### src/rtl/quadrant_switch_sequencer_if.sv
// Per-channel angle/hold inputs and break-before-make switch outputs of the
// quadrant switch sequencer. dbg_state carries each channel's FSM state.
interface quadrant_switch_sequencer_if #(
  parameter int NUM_CH  = 5,
  parameter int NSEG    = 4,
  parameter int ANGLE_W = 16
);
  logic [NUM_CH*ANGLE_W-1:0] angle;
  logic [NUM_CH-1:0]         hold;
  logic [NUM_CH*NSEG-1:0]    sw_n;
  logic [NUM_CH-1:0]         sin_neg_n;
  logic [NUM_CH-1:0]         cos_neg_n;
  logic [NUM_CH-1:0]         settled;
  logic [NUM_CH*2-1:0]       dbg_state;

  modport master (
    output angle, hold,
    input  sw_n, sin_neg_n, cos_neg_n, settled, dbg_state
  );

  modport slave (
    input  angle, hold,
    output sw_n, sin_neg_n, cos_neg_n, settled, dbg_state
  );
endinterface

### src/rtl/quadrant_switch_sequencer.sv
// Decodes each channel's angle into quadrant signs and a one-hot MSA switch,
// applying every selection change break-before-make with dead and settle time.
module quadrant_switch_sequencer #(
  parameter int NUM_CH        = 5,
  parameter int NSEG          = 4,
  parameter int ANGLE_W       = 16,
  parameter int DEAD_CYCLES   = 2,
  parameter int SETTLE_CYCLES = 3
) (
  input  logic clk,
  input  logic rst_n,
  quadrant_switch_sequencer_if.slave bus
);
  localparam int SEG_BITS = $clog2(NSEG);
  localparam int MAX_CYC  = (DEAD_CYCLES > SETTLE_CYCLES) ? DEAD_CYCLES : SETTLE_CYCLES;
  localparam int TW       = (MAX_CYC > 1) ? $clog2(MAX_CYC) : 1;
  localparam logic [TW-1:0] DEAD_LOAD   = TW'(DEAD_CYCLES - 1);
  localparam logic [TW-1:0] SETTLE_LOAD = TW'(SETTLE_CYCLES - 1);

  typedef enum logic [1:0] {
    ST_BREAK  = 2'd0,
    ST_SETTLE = 2'd1,
    ST_ON     = 2'd2
  } state_t;

  typedef struct packed {
    logic                sin_neg;
    logic                cos_neg;
    logic [SEG_BITS-1:0] seg;
  } sel_t;

  function automatic logic [NSEG-1:0] close_mask(input logic [SEG_BITS-1:0] seg);
    close_mask = ~(NSEG'(1) << seg);
  endfunction

  for (genvar g = 0; g < NUM_CH; g++) begin : g_ch
    logic [1:0]          q;
    logic [SEG_BITS-1:0] seg_d;
    sel_t                want_d;
    sel_t                want_q;
    sel_t                cur;
    state_t              state;
    logic [TW-1:0]       timer;
    logic [NSEG-1:0]     sw_q;
    logic                sin_q;
    logic                cos_q;
    logic                set_q;

    assign q      = bus.angle[g*ANGLE_W + ANGLE_W - 2 +: 2];
    assign seg_d  = bus.angle[g*ANGLE_W + ANGLE_W - 2 - SEG_BITS +: SEG_BITS];
    assign want_d = {q[1], q[1] ^ q[0], seg_d};

    // Outputs are registered alongside the state they belong to, so a
    // closure and its sign update land on the same edge.
    always_ff @(posedge clk) begin
      if (!rst_n) begin
        want_q <= '0;
        cur    <= '0;
        state  <= ST_BREAK;
        timer  <= DEAD_LOAD;
        sw_q   <= '1;
        sin_q  <= 1'b1;
        cos_q  <= 1'b1;
        set_q  <= 1'b0;
      end else begin
        if (!bus.hold[g]) want_q <= want_d;
        case (state)
          ST_BREAK: begin
            if (timer == '0) begin
              cur   <= want_q;
              timer <= SETTLE_LOAD;
              state <= ST_SETTLE;
              sw_q  <= close_mask(want_q.seg);
              sin_q <= ~want_q.sin_neg;
              cos_q <= ~want_q.cos_neg;
            end else begin
              timer <= timer - TW'(1);
            end
          end
          ST_SETTLE: begin
            // A changed selection wins even on the cycle the settle time expires.
            if (want_q != cur) begin
              state <= ST_BREAK;
              timer <= DEAD_LOAD;
              sw_q  <= '1;
              set_q <= 1'b0;
            end else if (timer == '0) begin
              state <= ST_ON;
              set_q <= 1'b1;
            end else begin
              timer <= timer - TW'(1);
            end
          end
          ST_ON: begin
            if (want_q != cur) begin
              state <= ST_BREAK;
              timer <= DEAD_LOAD;
              sw_q  <= '1;
              set_q <= 1'b0;
            end
          end
          default: begin
            state <= ST_BREAK;
            timer <= DEAD_LOAD;
            sw_q  <= '1;
            set_q <= 1'b0;
          end
        endcase
      end
    end

    assign bus.sw_n[g*NSEG +: NSEG] = sw_q;
    assign bus.sin_neg_n[g]         = sin_q;
    assign bus.cos_neg_n[g]         = cos_q;
    assign bus.settled[g]           = set_q;
    assign bus.dbg_state[g*2 +: 2]  = state;
  end
endmodule

### src/flat_wrapper.sv
// flat-port wrapper written by rule: the top's interface ports become plain ports
module quadrant_switch_sequencer_flat 
#(
  parameter int NUM_CH        = 5,
  parameter int NSEG          = 4,
  parameter int ANGLE_W       = 16,
  parameter int DEAD_CYCLES   = 2,
  parameter int SETTLE_CYCLES = 3
)
  (clk, rst_n, bus_angle, bus_hold, bus_sw_n, bus_sin_neg_n, bus_cos_neg_n, bus_settled, bus_dbg_state);
  quadrant_switch_sequencer_if #(.NUM_CH(NUM_CH), .NSEG(NSEG), .ANGLE_W(ANGLE_W)) bus_i ();
  input  logic clk;
  input  logic rst_n;
  input wire logic [$bits(bus_i.angle)-1:0] bus_angle;
  input wire logic [$bits(bus_i.hold)-1:0] bus_hold;
  output wire logic [$bits(bus_i.sw_n)-1:0] bus_sw_n;
  output wire logic [$bits(bus_i.sin_neg_n)-1:0] bus_sin_neg_n;
  output wire logic [$bits(bus_i.cos_neg_n)-1:0] bus_cos_neg_n;
  output wire logic [$bits(bus_i.settled)-1:0] bus_settled;
  output wire logic [$bits(bus_i.dbg_state)-1:0] bus_dbg_state;
  assign bus_i.angle = bus_angle;
  assign bus_i.hold = bus_hold;
  assign bus_sw_n = bus_i.sw_n;
  assign bus_sin_neg_n = bus_i.sin_neg_n;
  assign bus_cos_neg_n = bus_i.cos_neg_n;
  assign bus_settled = bus_i.settled;
  assign bus_dbg_state = bus_i.dbg_state;
  quadrant_switch_sequencer #(.NUM_CH(NUM_CH), .NSEG(NSEG), .ANGLE_W(ANGLE_W), .DEAD_CYCLES(DEAD_CYCLES), .SETTLE_CYCLES(SETTLE_CYCLES)) u_core (.clk(clk), .rst_n(rst_n), .bus(bus_i));
endmodule
### config.mk
export PLATFORM = sky130hd
export DESIGN_NAME = quadrant_switch_sequencer_flat
export DESIGN_NICKNAME = d
export VERILOG_FILES = /design/src/rtl/quadrant_switch_sequencer_if.sv /design/src/rtl/quadrant_switch_sequencer.sv /design/src/flat_wrapper.sv
export SDC_FILE = /design/constraint.sdc
export NUM_CORES = 1
export LEC_CHECK = 0
export ABC_CLOCK_PERIOD_IN_PS = 1900
export CAP_MARGIN = 0
export CORE_MARGIN = 4
export CORE_UTILIZATION = 44
export DETAILED_ROUTE_END_ITERATION = 7
export GPL_TIMING_DRIVEN = 0
export HOLD_SLACK_MARGIN = 0.08
export PLACE_DENSITY_LB_ADDON = 0.05
export SLEW_MARGIN = 10
export SYNTH_ARGS = -nofsm -noshare
export SYNTH_HDL_FRONTEND = slang
export SYNTH_SLANG_ARGS = --single-unit
### constraint.sdc
create_clock -name clk -period 1.9 [get_ports clk]
set_clock_uncertainty 0.1 [all_clocks]
set_input_delay 0.285 -clock clk [delete_from_list [all_inputs] [get_ports clk]]
set_output_delay 0.285 -clock clk [all_outputs]
set_load 0.02 [all_outputs]
After elaboration in Yosys (flattened, before gate mapping). Index checks and enable logic that the tools add are counted.

Add/subtract/negate cells: 5. Equality and inequality tests: 40. Shift-type cells: 5. Mux-type cells: 85. Bitwise operators: 25. Reductions and logical operators: 40.

Operator list (count): 2-to-1 mux 2 bit (40); case mux 2 bit (3 select lines) (10); 2-to-1 mux 4 bit (10); case mux 4 bit (2 select lines) (5); != test 2 x 1 -> 1 bit (second input constant) (15); AND reduction 2 bit (15); AND reduction 3 bit (10); logical NOT 2 bit (10); != test 4 bit (5); NOT 4 bit (5); << shifter 1 x 2 -> 4 bit (first input constant) (5); 2-to-1 mux 1 bit (15); != test 3 x 1 -> 1 bit (second input constant) (5); NOT 1 bit (15); case mux 1 bit (3 select lines) (5); equality test 2 x 1 -> 1 bit (second input constant) (5); equality test 2 bit (second input constant) (5); OR reduction 2 bit (5); subtractor 2 x 1 -> 2 bit (second input constant) (5); != test 3 bit (second input constant) (3); != test 3 x 2 -> 1 bit (second input constant) (2); XOR 1 bit (5).

Register bits after elaboration: 95. Input bits: 87. Output and inout port bits: 45. Word-level logic and storage cells: 260.

Depth between registers and ports, before layout. Gate-level depths: netlist of the first run.

Depth after elaboration: 4. Depth in mapped cells: 8. Depth with buffers taken out: 7.

Worst setup path before layout of the first run. OpenSTA, ideal clock, no wires.

Kind: reg-to-reg. Start point: register u_core.g_ch[2].state[0]. End point: register u_core.g_ch[2].timer[0]. Library setup time: 143 ps. Data arrival time: 1572 ps. Required time: 1657 ps. Slack: 85 ps. Stages on the path, launching flop included: 9. Path buffers: 1. Period minus slack after synthesis: 1815 ps. Path through: dfxtp_1 > inv_1 > ha_1 > clkbuf_1 > a21o_1 > nor4b_1 > a31oi_1 > nand3_1 > o2111ai_1.

Longest elaborated chain between the ends: 3. Elaborated cells between the ends (all ways): 7. Classes of those cells: eq/ne (4); mux (1); reduce/logical (2).

Ends and longest elaborated chain: start, declared (RTL line quadrant_switch_sequencer.sv:42) `state_t state;`; start signal, assigned (RTL line quadrant_switch_sequencer.sv:59) `state <= ST_BREAK;`; start signal, assigned (RTL line quadrant_switch_sequencer.sv:72) `state <= ST_SETTLE;`; start signal, assigned (RTL line quadrant_switch_sequencer.sv:83) `state <= ST_BREAK;`; equality test 2 x 1 -> 1 bit / equality test 2 bit (equally long branches) (RTL line quadrant_switch_sequencer.sv:67) `case (state)`; != test 3 x 2 -> 1 bit (no line) / != test 2 x 1 -> 1 bit (equally long branches); AND reduction 2 bit (no line); end signal, assigned (RTL line quadrant_switch_sequencer.sv:77) `timer <= timer - TW'(1);`; end signal, assigned (RTL line quadrant_switch_sequencer.sv:91) `timer <= timer - TW'(1);`; end, declared (RTL line quadrant_switch_sequencer.sv:43) `logic [TW-1:0] timer;`.

Several ways; a longest one is shown, not always the timed one. A chain may end at the register's enable or synchronous reset.

Final worst setup path of the first run.
Start point: register u_core.g_ch[4].cos_q. End point: output port bus_cos_neg_n[4].

RTL lines: start, declared (RTL line quadrant_switch_sequencer.sv:46) `logic cos_q;`; start signal, assigned (RTL line quadrant_switch_sequencer.sv:75) `cos_q <= ~want_q.cos_neg;`; end, declared (RTL line flat_wrapper.sv:18) `output wire logic [$bits(bus_i.cos_neg_n)-1:0] bus_cos_neg_n;`.

No word-level cell between the ends.

==> results of run 1 <==
==> per-layer routing <==
layer  GRT usage (%)  vias up  part of all wire, %
li1                -     2064                    -
met1            23.6     1884                   47
met2            29.4       69                   47
met3            4.95        9                  4.6
met4            3.57        0                 0.73
met5               0        -                    0
==> worst min path at each step <==
stage,slack [ps],from,cells after the start,endpoint
floorplan,330,bus_angle[12],2,u_core.g_ch[0].want_q[0]
global placement,350,u_core.g_ch[3].cur[3],2,u_core.g_ch[3].cur[3]
detailed placement,360,u_core.g_ch[0].cur[0],2,u_core.g_ch[0].cur[0]
CTS,150,rst_n,3,u_core.g_ch[1].timer[1]
global route,180,rst_n,3,u_core.g_ch[1].timer[1]
finish,150,rst_n,3,u_core.g_ch[1].timer[1]
==> flip-flops by register name (all words and copies together) (netlist names) <==
signal / flops
u_core.g_ch.cos_q: 5
u_core.g_ch.timer: 10
u_core.g_ch.sin_q: 5
u_core.g_ch.sw_q: 20
u_core.g_ch.cur: 20
u_core.g_ch.set_q: 5
u_core.g_ch.want_q: 20
u_core.g_ch.state: 10
==> cell type report <==
cell class                      count  share of cell area (%)
Inverter                           33                    2.09
Timing Repair Buffer               80                    12.9
Multi-Input combinational cell    381                    42.8
Clock buffer                       12                    2.45
Sequential cell                    95                    32.2
Tap cell                          136                    2.87
Buffer                             37                    3.49
Clock inverter                      3                    1.14
==> repair_timing <==
action	in CTS	in global routing
gates resized for setup	6	26
endpoints found under the setup margin	26	51
buffers inserted	12	3
pin swaps	4	3
==> layout by cell type, fill, tap and decap left out, types with 3 or more instances in the layout <==
master,n
sky130_fd_sc_hd__a21o_1,3
sky130_fd_sc_hd__a21oi_1,50
sky130_fd_sc_hd__a21oi_2,7
sky130_fd_sc_hd__a2bb2oi_1,3
sky130_fd_sc_hd__a311oi_1,3
sky130_fd_sc_hd__and3_1,5
sky130_fd_sc_hd__and4_1,5
sky130_fd_sc_hd__and4b_1,10
sky130_fd_sc_hd__buf_4,30
sky130_fd_sc_hd__clkbuf_1,17
sky130_fd_sc_hd__clkbuf_2,5
sky130_fd_sc_hd__clkbuf_8,10
sky130_fd_sc_hd__clkdlybuf4s50_1,65
sky130_fd_sc_hd__dfxtp_1,89
sky130_fd_sc_hd__dfxtp_2,6
sky130_fd_sc_hd__ha_1,20
sky130_fd_sc_hd__ha_2,5
sky130_fd_sc_hd__inv_1,32
sky130_fd_sc_hd__mux2i_1,16
sky130_fd_sc_hd__nand2_1,50
sky130_fd_sc_hd__nand2b_1,3
sky130_fd_sc_hd__nand3_1,18
sky130_fd_sc_hd__nor2_1,64
sky130_fd_sc_hd__nor2b_1,10
sky130_fd_sc_hd__nor3_1,3
sky130_fd_sc_hd__nor4_4,5
sky130_fd_sc_hd__o211ai_1,7
sky130_fd_sc_hd__o21ai_0,15
sky130_fd_sc_hd__o21ai_1,20
sky130_fd_sc_hd__o221ai_1,3
sky130_fd_sc_hd__o22ai_1,3
sky130_fd_sc_hd__xnor2_1,5
sky130_fd_sc_hd__xor2_1,20
==> cells in the mapped netlist (5+ instances only) <==
library cell	number
sky130_fd_sc_hd__dfxtp_1	95
sky130_fd_sc_hd__inv_1	32
sky130_fd_sc_hd__nor4_4	5
sky130_fd_sc_hd__nor2_1	64
sky130_fd_sc_hd__and4_1	5
sky130_fd_sc_hd__buf_4	15
sky130_fd_sc_hd__nand3_1	18
sky130_fd_sc_hd__xor2_1	20
sky130_fd_sc_hd__nor2b_1	10
sky130_fd_sc_hd__ha_1	25
sky130_fd_sc_hd__and3_1	5
sky130_fd_sc_hd__and4b_1	10
sky130_fd_sc_hd__mux2i_1	16
sky130_fd_sc_hd__o211ai_1	7
sky130_fd_sc_hd__o21ai_0	15
sky130_fd_sc_hd__nand2_1	50
sky130_fd_sc_hd__xnor2_1	5
sky130_fd_sc_hd__a21oi_1	53
sky130_fd_sc_hd__o21ai_1	20
sky130_fd_sc_hd__a21oi_2	5
sky130_fd_sc_hd__clkbuf_1	29
==> power breakdown <==
part / internal, mW / switching, mW / total [mW]
Sequential: 2.37 / 0.260 / 2.63
Combinational: 1.77 / 2.19 / 3.96
Clock: 0.773 / 0.689 / 1.46
==> metrics by stage <==
stage	instances	setup TNS, ps
2_1_floorplan	553	0
3_3_place_gp	754	-568
3_5_place_dp	754	-1200
4_1_cts	780	0
5_1_grt	777	0
6_report	777	0
==> worst min-delay path: stages <==
cell and delay, ps:
sky130_fd_sc_hd__clkbuf_1 150, sky130_fd_sc_hd__nand2_1 90, sky130_fd_sc_hd__a311oi_1 40
==> kinds of logic (layout without fill, tap and decap cells) <==
logic type / Yosys count / after routing / share of synthesized area, %
simple gates: 185 / 185 / 21.1
compound gates: 127 / 127 / 16.1
flops: 95 / 95 / 40.2
buf+inv: 77 / 165 / 7.30
fa+ha+maj: 25 / 25 / 6.61
xor+xnor: 25 / 25 / 4.63
mux: 19 / 19 / 4.10
==> out/qor.tcl, run 1 <==
set qor(run_status) {finished, final reports clean}
set qor(floorplan.initialDensity_pct) 45.4
set qor(report.final.setup_viol) 0
set qor(synth_top_flop_cell) {sky130_fd_sc_hd__dfxtp_1}
set qor(finalMaxSlewViolations) 0
set qor(areaGrowthSynthToFinish_pct) 25.1
set qor(mappedNetlistNets) 665
set qor(totalPowerFinal_mw) 8.05
set qor(cell_area_synth_mm2) 0.00473
set qor(leakagePower_nw) 2.55
set qor(ports) 132
set qor(drc) 0
set qor(cell_area_after_layout_mm2) 0.00592
set qor(final_hold_viol_count) 0
set qor(timing_worst_setup_path_type) {flop to output pin}
set qor(dieWidth_um) 112
set qor(grt_setup_unrepaired) {false}
set qor(dpl_cell_area_mm2) 0.00555
set qor(synth_edf_count) 0
set qor(first_global_vias) 3870
set qor(routed_wire_length_per_instance_um) 14.1
set qor(cp_max_fo) 2
set qor(synth_top_area_cell) {sky130_fd_sc_hd__dfxtp_1}
set qor(cts_buffer_count) 9
set qor(dr.first_iter.drc_count) 135
set qor(worst_ir_drop_vdd_uv) 778
set qor(drtAntennaViolNets) 0
set qor(clkSlewWorstSetupHoldPaths_ps) 110
set qor(num-fill-cells) 1015
set qor(crit_path_start) {u_core.g_ch[4].cos_q}
set qor(core_area_mm2) 0.0104
set qor(timing.hold.ws_ps) 152
set qor(cts.hold.buffers_added) 0
set qor(synth-seq-area-share_pct) 40.2
set qor(data_required_time_of_the_worst_path_ps) 1510
set qor(ys_types) 49
set qor(timing.critical_path.buf_inv) 2
set qor(final-seq-area_mm2) 0.00191
set qor(finalWeightedCongestion) 0.771
set qor(reg2reg_from) {u_core.g_ch[0].want_q[2]}
set qor(globalRouteTotalUtil_pct) 17.9
set qor(fin_crit_ps) 1830
set qor(max-clock-path-buffers) 2
set qor(drtPass1Iterations) 5
set qor(routed_wirelength_um) 11000
set qor(multiInputGateArea_mm2) 0.00253
set qor(diodes) 0
set qor(worst_r2r_endpoint) {u_core.g_ch[0].timer[0]}
set qor(die-height_um) 112
set qor(tritoncts) {done}
set qor(nNetsFinal) 749
set qor(worst_path_largest_cell_delay_ps) 580
set qor(port-buffer-count) 65
set qor(post-route-worst-setup-slack_ps) 74.1
set qor(timing_worst_slew_pin_value_ps) 691
set qor(via_per_inst) 5.18
set qor(synthTopCellsByArea) {sky130_fd_sc_hd__dfxtp_1 (40%), sky130_fd_sc_hd__ha_1 (6.6%), sky130_fd_sc_hd__a21oi_1 (5.6%)}
set qor(syn_inst_count) 553
set qor(crit_end) {bus_cos_neg_n[4]}
set qor(critical_path_depth) 2
set qor(clock.fmax_mhz) 548
set qor(globalRoute.totalOverflow) 0
set qor(worst_skew_pair.late_latency_ps) 370
set qor(critical_path_cell_list) {buf_4 -> clkdlybuf4s50_1}
set qor(dieArea_mm2) 0.0125
set qor(yosys_register_bits) 95
set qor(placementRows) 37
set qor(maxCapViolCount) 0
set qor(worst_path_dominant_cell_family) {buffers and inverters}
set qor(post-synth-top-area-fraction_pct) 40.2
set qor(number_of_cells_on_the_worst_reg_to_reg_path) 6
set qor(share_of_async_settable_or_async_resettable_flops_after_synthesis_pct) 0
set qor(grt_antenna_before_repair) 0
set qor(grt_pass1_wl_um) 18600
set qor(timing.final.crit_share_pct) 96.1
set qor(hold_class) {input pin to flop}
set qor(crit_path_start_kind) {flop}
set qor(crit_path_end_kind) {output pin}
set qor(register_to_register_setup_slack_ps) 110
set qor(layout.core_utilization_pct) 56.8
set qor(dpl.hpwl_um) 7690
set qor(yosysWarnings) 0
set qor(timing.critical_path.slowest_stage_cell) {sky130_fd_sc_hd__clkdlybuf4s50_1}
set qor(critical_path_arrival_ps) 1440
set qor(power_density_normalized_to_cell_area_mw_per_mm2) 1360
set qor(cts_root_buf) {sky130_fd_sc_hd__clkbuf_8}
set qor(numClockSinks) 95
set qor(routed-via-count) 4026
set qor(synthesis.area_per_instance_um2) 8.56
set qor(detailedPlace.worstSlack_ps) -140
set qor(worst_slew_margin_rel_pct) 53.9
set qor(pin_count_of_the_biggest_net_entering_global_routing) 15
set qor(h_tree_levels) 3
set qor(layout-drive-gt1-share_pct) 12.8
Note: power is estimated with default switching activity, not from simulation.
==> inputs of run 2 (changes only) <==
--- a/config.mk
+++ b/config.mk
@@ -7,8 +7,10 @@
 export LEC_CHECK = 0
 export ABC_CLOCK_PERIOD_IN_PS = 1900
 export CAP_MARGIN = 0
+export CELL_PAD_IN_SITES_DETAIL_PLACEMENT = 0
+export CELL_PAD_IN_SITES_GLOBAL_PLACEMENT = 1
 export CORE_MARGIN = 4
-export CORE_UTILIZATION = 44
+export CORE_UTILIZATION = 32
 export DETAILED_ROUTE_END_ITERATION = 7
 export GPL_TIMING_DRIVEN = 0
 export HOLD_SLACK_MARGIN = 0.08
==> out/qor.tcl, run 2 (synthesis gave the netlist of run 1 again) <==
set qor(timing_worst_slew_pin_value_ps) 785
set qor(drtPass1Iterations) 4
set qor(register_to_register_setup_slack_ps) 110
set qor(comb_power_share_pct) 47.1
set qor(timing_worst_setup_path_type) {flop to output pin}
set qor(holdCritStartpoint) {rst_n}
set qor(h_tree_levels) 3
set qor(critical_path_arrival_ps) 1410
set qor(routed-via-count) 4012
set qor(numClockSinks) 95
set qor(route.met3.wl_um) 438
set qor(cp_max_fo) 2
set qor(p_seq_share_pct) 30.4
set qor(detailed_route_wire_length_on_metal_1_um) 5940
set qor(worst_slew_margin_rel_pct) 47.6
set qor(largest_registers) {u_core.g_ch.cur (20), u_core.g_ch.sw_q (20), u_core.g_ch.want_q (20)}
set qor(grt_setup_unrepaired) {true}
set qor(tritoncts) {done}
set qor(holdPathStages) 3
set qor(worst_ir_drop_vdd_uv) 744
set qor(cts_buffer_count) 9
set qor(pin_count_of_the_biggest_net_entering_global_routing) 15
set qor(cts_root_buf) {sky130_fd_sc_hd__clkbuf_16}
set qor(worst_path_largest_cell_delay_ps) 590
set qor(routed_wire_length_per_instance_um) 14.7
set qor(grt_antenna_before_repair) 0
set qor(floorplan.initialDensity_pct) 32.6
set qor(nNetsFinal) 750
set qor(final_hold_viol_count) 0
set qor(globalRoute.totalOverflow) 0
set qor(clock.fmax_mhz) 556
set qor(power_density_normalized_to_cell_area_mw_per_mm2) 1410
set qor(drc) 0
set qor(net_switching_power_mw) 3.30
set qor(reg2reg_from) {u_core.g_ch[4].timer[0]}
set qor(fin_crit_ps) 1800
set qor(finalSetupTns_ps) 0
set qor(layout-drive-gt1-share_pct) 13.9
set qor(final_common_cell) {sky130_fd_sc_hd__dfxtp_1}
set qor(timing.critical_path.slowest_stage_cell) {sky130_fd_sc_hd__clkdlybuf4s50_1}
set qor(crit_path_end_kind) {output pin}
set qor(internal_power_mw) 5.39
set qor(finalMaxSlewViolations) 0
set qor(final_cell_mix) {sky130_fd_sc_hd__dfxtp_1 (89), sky130_fd_sc_hd__clkdlybuf4s50_1 (65), sky130_fd_sc_hd__nor2_1 (64)}
set qor(top_layer) {met4}
set qor(layout.core_utilization_pct) 42.3
set qor(placementRows) 44
set qor(totalPowerFinal_mw) 8.69
set qor(timing.final.crit_share_pct) 94.7
set qor(crit_path_start_kind) {flop}
set qor(clkPwrFrac_pct) 22.5
set qor(core_area_mm2) 0.0145
set qor(hold_class) {input pin to flop}
set qor(dpl_cell_area_mm2) 0.00561
set qor(die-height_um) 130
set qor(drtAntennaViolNets) 0
set qor(critical_path_cell_list) {buf_4 -> clkdlybuf4s50_1}
set qor(dpl.hpwl_um) 8540
set qor(report.final.setup_viol) 0
set qor(areaGrowthSynthToFinish_pct) 29.9
set qor(total_met2_wirelength_after_detailed_routing_um) 5590
set qor(maxCapViolCount) 0
set qor(timing.hold.worst_endpoint) {u_core.g_ch[1].timer[1]}
set qor(routed_wirelength_um) 12100
set qor(run_status) {finished, final reports clean}
set qor(dieWidth_um) 130
set qor(clkSlewWorstSetupHoldPaths_ps) 70
set qor(worst_r2r_endpoint) {u_core.g_ch[4].timer[0]}
set qor(dieArea_mm2) 0.0168
set qor(globalRouteTotalUtil_pct) 14.6
set qor(leakagePower_nw) 2.61
set qor(cell_area_after_layout_mm2) 0.00615
set qor(finalWeightedCongestion) 0.747
set qor(grt_pass1_wl_um) 19400
set qor(port-buffer-count) 65
set qor(data_required_time_of_the_worst_path_ps) 1510
set qor(worst_skew_pair.late_latency_ps) 340
set qor(switching_share_pct) 38.0
set qor(diodes) 0
set qor(ports) 132
set qor(first_global_vias) 3874
set qor(number_of_cells_on_the_worst_reg_to_reg_path) 8
set qor(dr.first_iter.drc_count) 141
set qor(max-clock-path-buffers) 2
set qor(via_per_inst) 4.86
==> run 2: power by group through the flow <==
stage	Sequential, mW	Clock [mW]	Combinational [mW]
6_report	2.64	1.96	4.09
5_1_grt	2.69	2.10	4.53
4_1_cts	2.64	2.03	3.93
3_5_place_dp	2.68	0	3.65
3_3_place_gp	2.67	0	3.62
2_1_floorplan	2.78	0	2.46
==> run 2: timing repair <==
item                       4_1_cts  5_1_grt
gates resized for setup          8       32
hold buffers                     0        0
setup buffers                   15        1
pin swaps                        5        2
setup endpoints to repair       32       49
==> run 2: worst max-delay path by stage <==
stage                                  startpoint                      end  slack, ps  cells after the start
after floorplan           u_core.g_ch[2].state[0]  u_core.g_ch[2].timer[0]         90                      8
after global placement    u_core.g_ch[3].state[1]     u_core.g_ch[3].cos_q       -130                      7
after detailed placement  u_core.g_ch[3].state[1]     u_core.g_ch[3].cos_q       -150                      7
after CTS                 u_core.g_ch[3].timer[0]  u_core.g_ch[3].timer[0]          2                      8
after global routing      u_core.g_ch[3].timer[0]   u_core.g_ch[3].sw_q[0]        -20                      6
final                        u_core.g_ch[4].cos_q         bus_cos_neg_n[4]        100                      2
==> run 2: per-stage QoR <==
step,setup slack [ps],hold slack (ps),instances
5_1_grt,-23.6,230,826
3_3_place_gp,-128,355,802
4_1_cts,1.90,184,830
2_1_floorplan,85.1,329,553
6_report,101,198,826
3_5_place_dp,-152,359,802
==> run 2: cell type report <==
cell class,count,area (um2)
Fill cell,1495,8380
Multi-Input combinational cell,381,2600
Clock inverter,3,67.6
Timing Repair Buffer,81,771
Inverter,33,124
Clock buffer,12,246
Sequential cell,95,1910
Buffer,37,204
Tap cell,184,230
==> run 2: layer usage <==
layer,global-route usage (%),vias to the layer above
met1,19.0,1889
met4,3.73,0
met3,4.33,9
met2,23.9,55
li1,-,2059
met5,0,-
==> run 2: worst max-delay path: cells and delay by family, from the launching register on <==
| family | cells | cell delay (ps) |
|---|---|---|
| buffers and inverters | 2 | 710 |
| flip-flops | 1 | 370 |
==> inputs of run 3 (changes only) <==
--- a/config.mk
+++ b/config.mk
@@ -11,6 +11,7 @@
 export CELL_PAD_IN_SITES_GLOBAL_PLACEMENT = 1
 export CORE_MARGIN = 4
 export CORE_UTILIZATION = 32
+export CTS_CLUSTER_SIZE = 30
 export DETAILED_ROUTE_END_ITERATION = 7
 export GPL_TIMING_DRIVEN = 0
 export HOLD_SLACK_MARGIN = 0.08
==> results of run 3 <==
Same layout as run 2: the final DEF is identical, and so are final timing and power.
